[src/rtl/ahbl_pkg.sv]
// AHB-lite encodings shared by the splitter fabric.
// Transfer types, response codes and the decode-error response FSM states.
package ahbl_pkg;
  localparam logic [1:0] HTRANS_IDLE   = 2'b00;
  localparam logic [1:0] HTRANS_BUSY   = 2'b01;
  localparam logic [1:0] HTRANS_NONSEQ = 2'b10;
  localparam logic [1:0] HTRANS_SEQ    = 2'b11;

  localparam logic HRESP_OKAY  = 1'b0;
  localparam logic HRESP_ERROR = 1'b1;

  typedef enum logic [1:0] {
    ST_OK   = 2'd0,
    ST_ERR1 = 2'd1,
    ST_ERR2 = 2'd2
  } err_state_t;
endpackage

[src/rtl/onehot_mux.sv]
// One-hot AND-OR mux: N inputs of W bits, all-zero select gives zero.
// Purely combinational, no flow control.
module onehot_mux #(
  parameter int N = 2,
  parameter int W = 32
) (
  input  logic [N-1:0]   sel,
  input  logic [N*W-1:0] din,
  output logic [W-1:0]   dout
);
  always_comb begin
    dout = '0;
    for (int i = 0; i < N; i++) begin
      dout = dout | (din[i*W +: W] & {W{sel[i]}});
    end
  end
endmodule

[src/rtl/ahbl_splitter_burst.sv]
// AHB-lite 1:N splitter with burst-locked routing and two-cycle decode-error response.
// Address phase routes in zero cycles; responses come only from registered data-phase state.
module ahbl_splitter_burst
  import ahbl_pkg::*;
#(
  parameter int N_PORTS = 2,
  parameter int W_ADDR  = 32,
  parameter int W_DATA  = 32,
  parameter logic [N_PORTS*W_ADDR-1:0] ADDR_MAP  = 64'h20000000_00000000,
  parameter logic [N_PORTS*W_ADDR-1:0] ADDR_MASK = 64'hf0000000_f0000000
) (
  input  logic                        clk,
  input  logic                        rst,
  input  logic                        src_hready,
  output logic                        src_hready_resp,
  output logic                        src_hresp,
  input  logic [W_ADDR-1:0]           src_haddr,
  input  logic                        src_hwrite,
  input  logic [1:0]                  src_htrans,
  input  logic [2:0]                  src_hsize,
  input  logic [2:0]                  src_hburst,
  input  logic [3:0]                  src_hprot,
  input  logic                        src_hmastlock,
  input  logic [W_DATA-1:0]           src_hwdata,
  output logic [W_DATA-1:0]           src_hrdata,
  output logic [N_PORTS-1:0]          dst_hready,
  input  logic [N_PORTS-1:0]          dst_hready_resp,
  input  logic [N_PORTS-1:0]          dst_hresp,
  output logic [N_PORTS*W_ADDR-1:0]   dst_haddr,
  output logic [N_PORTS-1:0]          dst_hwrite,
  output logic [N_PORTS*2-1:0]        dst_htrans,
  output logic [N_PORTS*3-1:0]        dst_hsize,
  output logic [N_PORTS*3-1:0]        dst_hburst,
  output logic [N_PORTS*4-1:0]        dst_hprot,
  output logic [N_PORTS-1:0]          dst_hmastlock,
  output logic [N_PORTS*W_DATA-1:0]   dst_hwdata,
  input  logic [N_PORTS*W_DATA-1:0]   dst_hrdata
);
  logic [N_PORTS-1:0] match, pri_sel, cur_sel, sel_d, lock_sel, mux_sel;
  logic               cur_err, err_d, lock_err, no_match, found;
  err_state_t         state;

  always_comb begin
    match   = '0;
    pri_sel = '0;
    found   = 1'b0;
    for (int i = 0; i < N_PORTS; i++) begin
      match[i] = ((src_haddr ^ ADDR_MAP[i*W_ADDR +: W_ADDR]) & ADDR_MASK[i*W_ADDR +: W_ADDR]) == '0;
      if (match[i] && !found) begin
        pri_sel[i] = 1'b1;
        found      = 1'b1;
      end
    end
  end

  assign no_match = ~|match;

  // Only NONSEQ decodes; burst continuation beats follow the locked choice.
  always_comb begin
    cur_sel = '0;
    cur_err = 1'b0;
    case (src_htrans)
      HTRANS_NONSEQ: begin
        cur_sel = pri_sel;
        cur_err = no_match;
      end
      HTRANS_SEQ: begin
        cur_sel = lock_sel;
        cur_err = lock_err;
      end
      HTRANS_BUSY: cur_sel = lock_sel;
      HTRANS_IDLE: cur_sel = '0;
    endcase
  end

  always_comb begin
    for (int i = 0; i < N_PORTS; i++) begin
      dst_htrans[i*2 +: 2] = cur_sel[i] ? src_htrans : HTRANS_IDLE;
    end
  end

  assign dst_hready    = {N_PORTS{src_hready}};
  assign dst_haddr     = {N_PORTS{src_haddr}};
  assign dst_hwrite    = {N_PORTS{src_hwrite}};
  assign dst_hsize     = {N_PORTS{src_hsize}};
  assign dst_hburst    = {N_PORTS{src_hburst}};
  assign dst_hprot     = {N_PORTS{src_hprot}};
  assign dst_hmastlock = {N_PORTS{src_hmastlock}};
  assign dst_hwdata    = {N_PORTS{src_hwdata}};

  always_ff @(posedge clk) begin
    if (rst) begin
      state    <= ST_OK;
      sel_d    <= '0;
      err_d    <= 1'b0;
      lock_sel <= '0;
      lock_err <= 1'b0;
    end else begin
      if (src_hready) begin
        sel_d <= cur_sel;
        err_d <= cur_err;
        if (src_htrans == HTRANS_NONSEQ) begin
          lock_sel <= pri_sel;
          lock_err <= no_match;
        end
      end
      case (state)
        ST_OK:   if (src_hready && cur_err) state <= ST_ERR1;
        ST_ERR1: state <= ST_ERR2;
        ST_ERR2: state <= (src_hready && cur_err) ? ST_ERR1 : ST_OK;
        default: state <= ST_OK;
      endcase
    end
  end

  always_comb begin
    src_hready_resp = 1'b1;
    src_hresp       = HRESP_OKAY;
    case (state)
      ST_OK: begin
        src_hready_resp = ~|sel_d | |(sel_d & dst_hready_resp);
        src_hresp       = |(sel_d & dst_hresp);
      end
      ST_ERR1: begin
        src_hready_resp = 1'b0;
        src_hresp       = HRESP_ERROR;
      end
      ST_ERR2: begin
        src_hready_resp = 1'b1;
        src_hresp       = HRESP_ERROR;
      end
      default: ;
    endcase
  end

  // A decode-error data phase never drives read data.
  assign mux_sel = err_d ? '0 : sel_d;

  onehot_mux #(.N(N_PORTS), .W(W_DATA)) u_rdata_mux (
    .sel  (mux_sel),
    .din  (dst_hrdata),
    .dout (src_hrdata)
  );
endmodule

[config.mk]
export PLATFORM = sky130hd
export DESIGN_NAME = ahbl_splitter_burst
export DESIGN_NICKNAME = d
export VERILOG_FILES = /design/src/rtl/ahbl_pkg.sv /design/src/rtl/onehot_mux.sv /design/src/rtl/ahbl_splitter_burst.sv
export SDC_FILE = /design/constraint.sdc
export NUM_CORES = 1
export LEC_CHECK = 0
export BUFFER_PORTS_ARGS = -buffer_cell sky130_fd_sc_hd__buf_2
export CAP_MARGIN = 10
export CORE_AREA = 2 2 131 133
export CTS_CLUSTER_SIZE = 40
export DETAILED_ROUTE_END_ITERATION = 16
export DIE_AREA = 0 0 133 135
export PLACE_DENSITY = 0.43
export SETUP_SLACK_MARGIN = 0.5
export SYNTH_ARGS = -nofsm -noshare
export SYNTH_HDL_FRONTEND = slang
export SYNTH_SLANG_ARGS = --single-unit
[constraint.sdc]
create_clock -name clk -period 3.9 [get_ports clk]
set_input_delay 0.39 -clock clk [delete_from_list [all_inputs] [get_ports clk]]
set_output_delay 0.39 -clock clk [all_outputs]
set_load 0.05 [all_outputs]
== Word level (Yosys, flattened, before mapping) ==
Index checks and enable logic that the tools add are counted.

* Mux-type cells: 12
* Bitwise operators: 7
* Reduce and logical (&&, ||, !) cells: 16
* Equality and inequality tests: 6

{| class="wikitable"
|+ Operators by type and width
! cell !! count
|-
| bitwise AND 32 bit || 2
|-
| logical NOT 32 bit || 2
|-
| bitwise OR 32 bit || 1
|-
| case mux 2 bit (3 select lines) || 2
|-
| OR reduction 2 bit || 6
|-
| two-way mux 2 bit || 4
|-
| == test 2 bit (second input constant) || 3
|-
| case mux 1 bit (2 select lines) || 3
|-
| bitwise AND 2 bit || 2
|-
| == test 2 x 1 -> 1 bit (second input constant) || 2
|-
| logical NOT 2 bit || 2
|-
| logical NOT 1 bit || 3
|-
| two-way mux 1 bit || 3
|-
| logical AND 1 bit || 2
|-
| inequality test 2 bit (second input constant) || 1
|-
| AND reduction 2 bit || 1
|-
| NOT 1 bit || 1
|-
| bitwise OR 1 bit || 1
|}

* Input bits: 149
* Logic and storage cells: 46
* Register bits: 8

== Longest topological paths before layout ==
* Word-level depth: 8
* Depth in mapped cells: 5

== Cells and area by module ==
Synthesis repeated with hierarchy kept, for this count alone.

* Cell total of the unflattened synthesis: 259
* Area total of the unflattened synthesis: 2045.7 um2

{| class="wikitable"
|+ By module, submodules not included
! module !! area an instance (um2) !! cells each !! times used
|-
| ahbl_splitter_burst || 1695.4 || 221 || 1
|-
| onehot_mux || 350.3 || 38 || 1
|}

== Worst setup path after synthesis ==
OpenSTA, ideal clock, no wires.

* Path kind: input port to output port
* Start point: input port src_htrans[0]
* End point: output port dst_htrans[3]
* Cell stages on the path: 3
* Setup slack: 1.310 ns
* Arrival: 2.200 ns
* Path through: nor4_1 -> nand2_1 -> a21boi_0

* Cells in the longest elaborated chain, start to end: 4
* Elaborated cells on any way between the ends: 7
* Classes of those cells: 3 x eq/ne; 2 x mux; 2 x reduce/logical

{| class="wikitable"
|+ RTL lines
! element !! RTL line !! source
|-
| from (decl) || ahbl_splitter_burst.sv:19 || <nowiki>input logic [1:0] src_htrans,</nowiki>
|-
| == test 2 x 1 -> 1 bit / == test 2 bit (equally long branches) || ahbl_splitter_burst.sv:62 || <nowiki>case (src_htrans)</nowiki>
|-
| OR reduction 2 bit (no line) || -- ||
|-
| case mux 2 bit (3 select lines) (*) || ahbl_splitter_burst.sv:62 ||
|-
| two-way mux 2 bit (*) || ahbl_splitter_burst.sv:78 || <nowiki>dst_htrans[i*2 +: 2] = cur_sel[i] ? src_htrans : HTRANS_IDLE;</nowiki>
|-
| to (decl) || ahbl_splitter_burst.sv:31 || <nowiki>output logic [N_PORTS*2-1:0] dst_htrans,</nowiki>
|}

Every way passes the cells marked *; elsewhere a longest branch is shown, timed or not.

== Worst setup path in the final report ==
* Start point: register sel_d[1]
* End point: output port src_hrdata[23]

* Cells in the longest elaborated chain, start to end: 3

{| class="wikitable"
|+ RTL lines
! element !! RTL line !! source
|-
| from (decl) || ahbl_splitter_burst.sv:39 || <nowiki>logic [N_PORTS-1:0] match, pri_sel, cur_sel, sel_d, lock_sel, mux_sel;</nowiki>
|-
| from (signal assigned) || ahbl_splitter_burst.sv:100 || <nowiki>sel_d <= cur_sel;</nowiki>
|-
| two-way mux 2 bit || ahbl_splitter_burst.sv:137 || <nowiki>assign mux_sel = err_d ? '0 : sel_d;</nowiki>
|-
| bitwise AND 32 bit || onehot_mux.sv:14 || <nowiki>dout = dout | (din[i*W +: W] & {W{sel[i]}});</nowiki>
|-
| bitwise OR 32 bit || onehot_mux.sv:14 ||
|-
| to (decl) || ahbl_splitter_burst.sv:25 || <nowiki>output logic [W_DATA-1:0] src_hrdata,</nowiki>
|}

No other way between the ends.

==> flow_summary.html <==
<table>
<tr><th>Metric</th><th>Value</th></tr>
<tr><th colspan="2">Layout</th></tr>
<tr><td>Total area of sequential cells</td><td>160 um2</td></tr>
<tr><td>Number of fillers in the final layout</td><td>1921</td></tr>
<tr><td>Finished Layout Cells</td><td>445</td></tr>
<tr><td>Antenna diode count</td><td>0</td></tr>
<tr><td>Net count reported at finish</td><td>381</td></tr>
<tr><td>Total area of multi-input combinational cells</td><td>633 um2</td></tr>
<tr><td>Layout area overhead</td><td>-10.4%</td></tr>
<tr><td>Fraction of final layout cells sized beyond drive strength 1</td><td>0.596</td></tr>
<tr><td>Final cell utilization of the core</td><td>0.110</td></tr>
<tr><th colspan="2">Placed design</th></tr>
<tr><td>Placed instance count</td><td>442</td></tr>
<tr><td>Half-perimeter wire length after detailed placement</td><td>6370 um</td></tr>
<tr><td>Count of buffers inserted at the top-level ports</td><td>124</td></tr>
<tr><td>Worst-case setup slack after placement</td><td>1480 ps</td></tr>
<tr><td>Routability Congestion</td><td>0.792</td></tr>
<tr><th colspan="2">Timing</th></tr>
<tr><td>Setup TNS Final</td><td>0 ps</td></tr>
<tr><td>Number of setup violations in the final report</td><td>0</td></tr>
<tr><td>Crit path setup slack, layout</td><td>between 1000 and 1500 ps</td></tr>
<tr><td>Period utilisation layout</td><td>0.669</td></tr>
<tr><td>Final-layout worst hold slack</td><td>444 ps</td></tr>
<tr><td>Worst-Margin Slew</td><td>1040 ps</td></tr>
<tr><td>Unrepaired setup endpoints after global routing</td><td>no</td></tr>
<tr><td>Final Max Slew Viols</td><td>0</td></tr>
<tr><td>Crit path time final</td><td>2610 ps</td></tr>
<tr><td>Maximum clock frequency</td><td>between 300 and 400 MHz</td></tr>
<tr><td>Clock tree skew after final layout</td><td>2.44 ps</td></tr>
<tr><td>Max-Slew Margin vs Limit</td><td>0.303</td></tr>
<tr><td>Number of hold violations in the final report</td><td>0</td></tr>
<tr><th colspan="2">Global route</th></tr>
<tr><td>Overall Global Routing Usage</td><td>0.0738</td></tr>
<tr><td>Number of global-route vias before repair</td><td>1542</td></tr>
<tr><td>Antenna violations before repair</td><td>0</td></tr>
<tr><td>First-pass GRT wire length</td><td>between 9000 and 10000 um</td></tr>
<tr><td>Overflow left after global routing</td><td>0</td></tr>
<tr><td>Largest net degree at the start of global routing</td><td>33</td></tr>
<tr><th colspan="2">CTS</th></tr>
<tr><td>Clock slew at the register clock pins of the worst setup and hold paths</td><td>40 ps</td></tr>
<tr><td>CTS tree</td><td>yes</td></tr>
<tr><td>Post-cts hold buffer count</td><td>0</td></tr>
<tr><td>Clock latency at the later pin of the worst-skew pair</td><td>230 ps</td></tr>
<tr><td>Number of buffers added for setup after CTS</td><td>0</td></tr>
<tr><td>Buffer levels on the longest clock path</td><td>2</td></tr>
<tr><td>Sink count of the clock tree</td><td>8</td></tr>
<tr><td>Total number of H-tree levels</td><td>1</td></tr>
<tr><td>Clk Tree Root Cell</td><td>sky130_fd_sc_hd__clkbuf_16</td></tr>
<tr><td>Number of gates resized after cts</td><td>0</td></tr>
<tr><td>Clock buffers created by TritonCTS</td><td>3</td></tr>
<tr><th colspan="2">Routing</th></tr>
<tr><td>DRC violation count after routing</td><td>0</td></tr>
<tr><td>Via density</td><td>3.35</td></tr>
<tr><td>Total iterations of the first detailed-routing run</td><td>4</td></tr>
<tr><td>Iteration-0 DRC count of the detailed router</td><td>about 70</td></tr>
<tr><td>Vias</td><td>1489</td></tr>
<tr><td>Routed wire per std cell</td><td>16.3 um</td></tr>
<tr><td>Final wirelength</td><td>7240 um</td></tr>
<tr><td>Post-detailed-route count of antenna-violating nets</td><td>0</td></tr>
<tr><th colspan="2">Synth</th></tr>
<tr><td>Mean instance size in the synthesized netlist</td><td>7.68 um2</td></tr>
<tr><td>Number of register bits inferred by synthesis</td><td>8</td></tr>
<tr><td>Number of enable-type register cells in the synthesized netlist</td><td>0</td></tr>
<tr><td>Number of distinct library cells after synthesis</td><td>32</td></tr>
<tr><td>Portion of the post-synthesis area used by sequential elements</td><td>0.0799</td></tr>
<tr><td>Number of warnings issued by yosys</td><td>0</td></tr>
<tr><td>Dominant synthesized flop cell</td><td>sky130_fd_sc_hd__dfxtp_1</td></tr>
<tr><td>Fraction of registers with async set/reset</td><td>0</td></tr>
<tr><td>Cell area after synthesis</td><td>around 2000 um2</td></tr>
<tr><td>Cell count after synthesis</td><td>about 260</td></tr>
<tr><td>Number of nets in the synthesized netlist</td><td>approximately 420</td></tr>
<tr><td>Dominant cells by area after synthesis</td><td>sky130_fd_sc_hd__buf_4 58%, sky130_fd_sc_hd__a22o_1 15%, sky130_fd_sc_hd__dfxtp_1 8.0%</td></tr>
<tr><td>Most common cell in the synthesized netlist</td><td>sky130_fd_sc_hd__buf_4</td></tr>
<tr><td>Cell type with the largest total area after synthesis</td><td>sky130_fd_sc_hd__buf_4</td></tr>
<tr><td>Fraction of synthesized cell area taken by the top area cell type</td><td>0.576</td></tr>
<tr><td>Leading post-synthesis cells by instance count</td><td>154 x sky130_fd_sc_hd__buf_4, 34 x sky130_fd_sc_hd__a22o_1, 9 x sky130_fd_sc_hd__clkbuf_1</td></tr>
<tr><th colspan="2">Worst setup path</th></tr>
<tr><td>Buf+Inv Stages, Crit Path</td><td>2</td></tr>
<tr><td>Data required time of the worst path</td><td>3510 ps</td></tr>
<tr><td>Maximum fanout count along the critical path</td><td>23</td></tr>
<tr><td>Startpoint kind of the worst setup timing path</td><td>register</td></tr>
<tr><td>Critical-path cell list</td><td>nor2b_2 &gt; buf_4 &gt; a22o_1 &gt; buf_2</td></tr>
<tr><td>Startpoint-to-endpoint class of the critical path</td><td>register to primary output</td></tr>
<tr><td>Crit path largest cell delay</td><td>860 ps</td></tr>
<tr><td>Slowest cell on crit path</td><td>sky130_fd_sc_hd__nor2b_2</td></tr>
<tr><td>Worst setup EP type</td><td>primary output</td></tr>
<tr><td>Family with the most delay on the worst path</td><td>simple AND/OR/NAND/NOR gates</td></tr>
<tr><td>Critical path data arrival time</td><td>2220 ps</td></tr>
<tr><th colspan="2">Status</th></tr>
<tr><td>Run status</td><td>finished clean</td></tr>
<tr><th colspan="2">Floorplan</th></tr>
<tr><td># IOs</td><td>341</td></tr>
<tr><td>Floorplan core area</td><td>about 16000 um2</td></tr>
<tr><td>Chip Height</td><td>between 100 and 150 um</td></tr>
<tr><td>Initial core utilization</td><td>0.122</td></tr>
<tr><td>Cell Rows</td><td>between 40 and 50</td></tr>
<tr><td>X dimension of the die</td><td>around 130 um</td></tr>
<tr><td>Area enclosed by the die boundary</td><td>between 15000 and 20000 um2</td></tr>
<tr><th colspan="2">Pwr</th></tr>
<tr><td>Power density over the cells</td><td>277 nW/um2</td></tr>
<tr><td>Peak supply drop</td><td>roughly 0.00012 V</td></tr>
<tr><td>Leakage</td><td>between 0.9 and 1 nW</td></tr>
<tr><th colspan="2">Worst hold path</th></tr>
<tr><td>Path type of the worst min-delay path</td><td>input port to register</td></tr>
<tr><th colspan="2">Job</th></tr>
<tr><td>Max Cap Violations</td><td>0</td></tr>
</table>
-- cells by family after synthesis --
kind of cell / Yosys count / synth area share
mux: 1 / 0.00499
buf+inv: 170 / 0.607
simple gates: 26 / 0.0730
flops: 8 / 0.0798
fa+ha+maj: 5 / 0.0312
compound gates: 51 / 0.204
-- final timing paths --
check,startpoint,end,slack [ps],cells past startpoint
setup reg to reg,state[1],state[0],2320,5
setup / recovery,sel_d[1],src_hrdata[23],1290,4
hold reg to reg,lock_err,lock_err,450,1
hold / removal,rst,err_d,440,2
-- metal layers --
| metal | wire (um) | GRT usage |
|---|---|---|
| met1 | 2630 | 0.0810 |
| met2 | 3370 | 0.121 |
| met3 | 1090 | 0.0439 |
| met4 | 147 | 0.0203 |
| met5 | 0 | 0 |
-- state kept, by name, summed over array words and instances, names as in the netlist --
signal / count
lock_sel: 2
err_d: 1
lock_err: 1
sel_d: 2
state: 2
-- power breakdown --
group / internal (mW) / leakage, nW / total, mW / switching [mW]
Sequential: 0.0853 / 0.0652 / 0.0884 / 0.00306
Combinational: 0.0725 / 0.810 / 0.238 / 0.165
Clock: 0.132 / 0.0370 / 0.172 / 0.0397
Total: 0.290 / 0.912 / 0.498 / 0.208
-- cell usage in the layout, fill, tap and decap left out, types with 2 or more instances in the layout --
| cell type | netlist | routed |
|---|---|---|
| sky130_fd_sc_hd__nand2_1 | 5 | 5 |
| sky130_fd_sc_hd__a22o_1 | 34 | 34 |
| sky130_fd_sc_hd__dfxtp_1 | 8 | 8 |
| sky130_fd_sc_hd__nand4_1 | 2 | 2 |
| sky130_fd_sc_hd__o21ai_0 | 3 | 3 |
| sky130_fd_sc_hd__nand2b_1 | 3 | 3 |
| sky130_fd_sc_hd__a311oi_1 | 2 | 2 |
| sky130_fd_sc_hd__ha_1 | 5 | 5 |
| sky130_fd_sc_hd__clkbuf_16 | 0 | 3 |
| sky130_fd_sc_hd__buf_2 | 1 | 124 |
| sky130_fd_sc_hd__nor2_1 | 5 | 5 |
| sky130_fd_sc_hd__buf_4 | 154 | 2 |
| sky130_fd_sc_hd__a21oi_1 | 6 | 6 |
| sky130_fd_sc_hd__inv_1 | 5 | 5 |
| sky130_fd_sc_hd__nor2b_2 | 0 | 2 |
-- area by class of cell --
cell class / instances / area share
flip-flops and latches: 8 / 0.0891
inverters: 5 / 0.0104
multi-input cells: 83 / 0.352
clock buffers: 3 / 0.0418
repair buffers: 126 / 0.354
well taps: 220 / 0.153
-- through the flow --
stage	cell area, um2	total power [mW]
floorplan	2010	0.647
global placement	1720	0.329
detailed placement	1720	0.329
CTS	1800	0.506
global route	1800	0.523
finish	1800	0.498
-- worst register-to-register path: cells and delay by family (launching register included) --
kind,cells,cell delay (ps)
compound gates,2,250
flops,1,320
simple gates,1,610
buf+inv,1,100
fa+ha+maj,1,220
(Power assumes the default switching activity.)
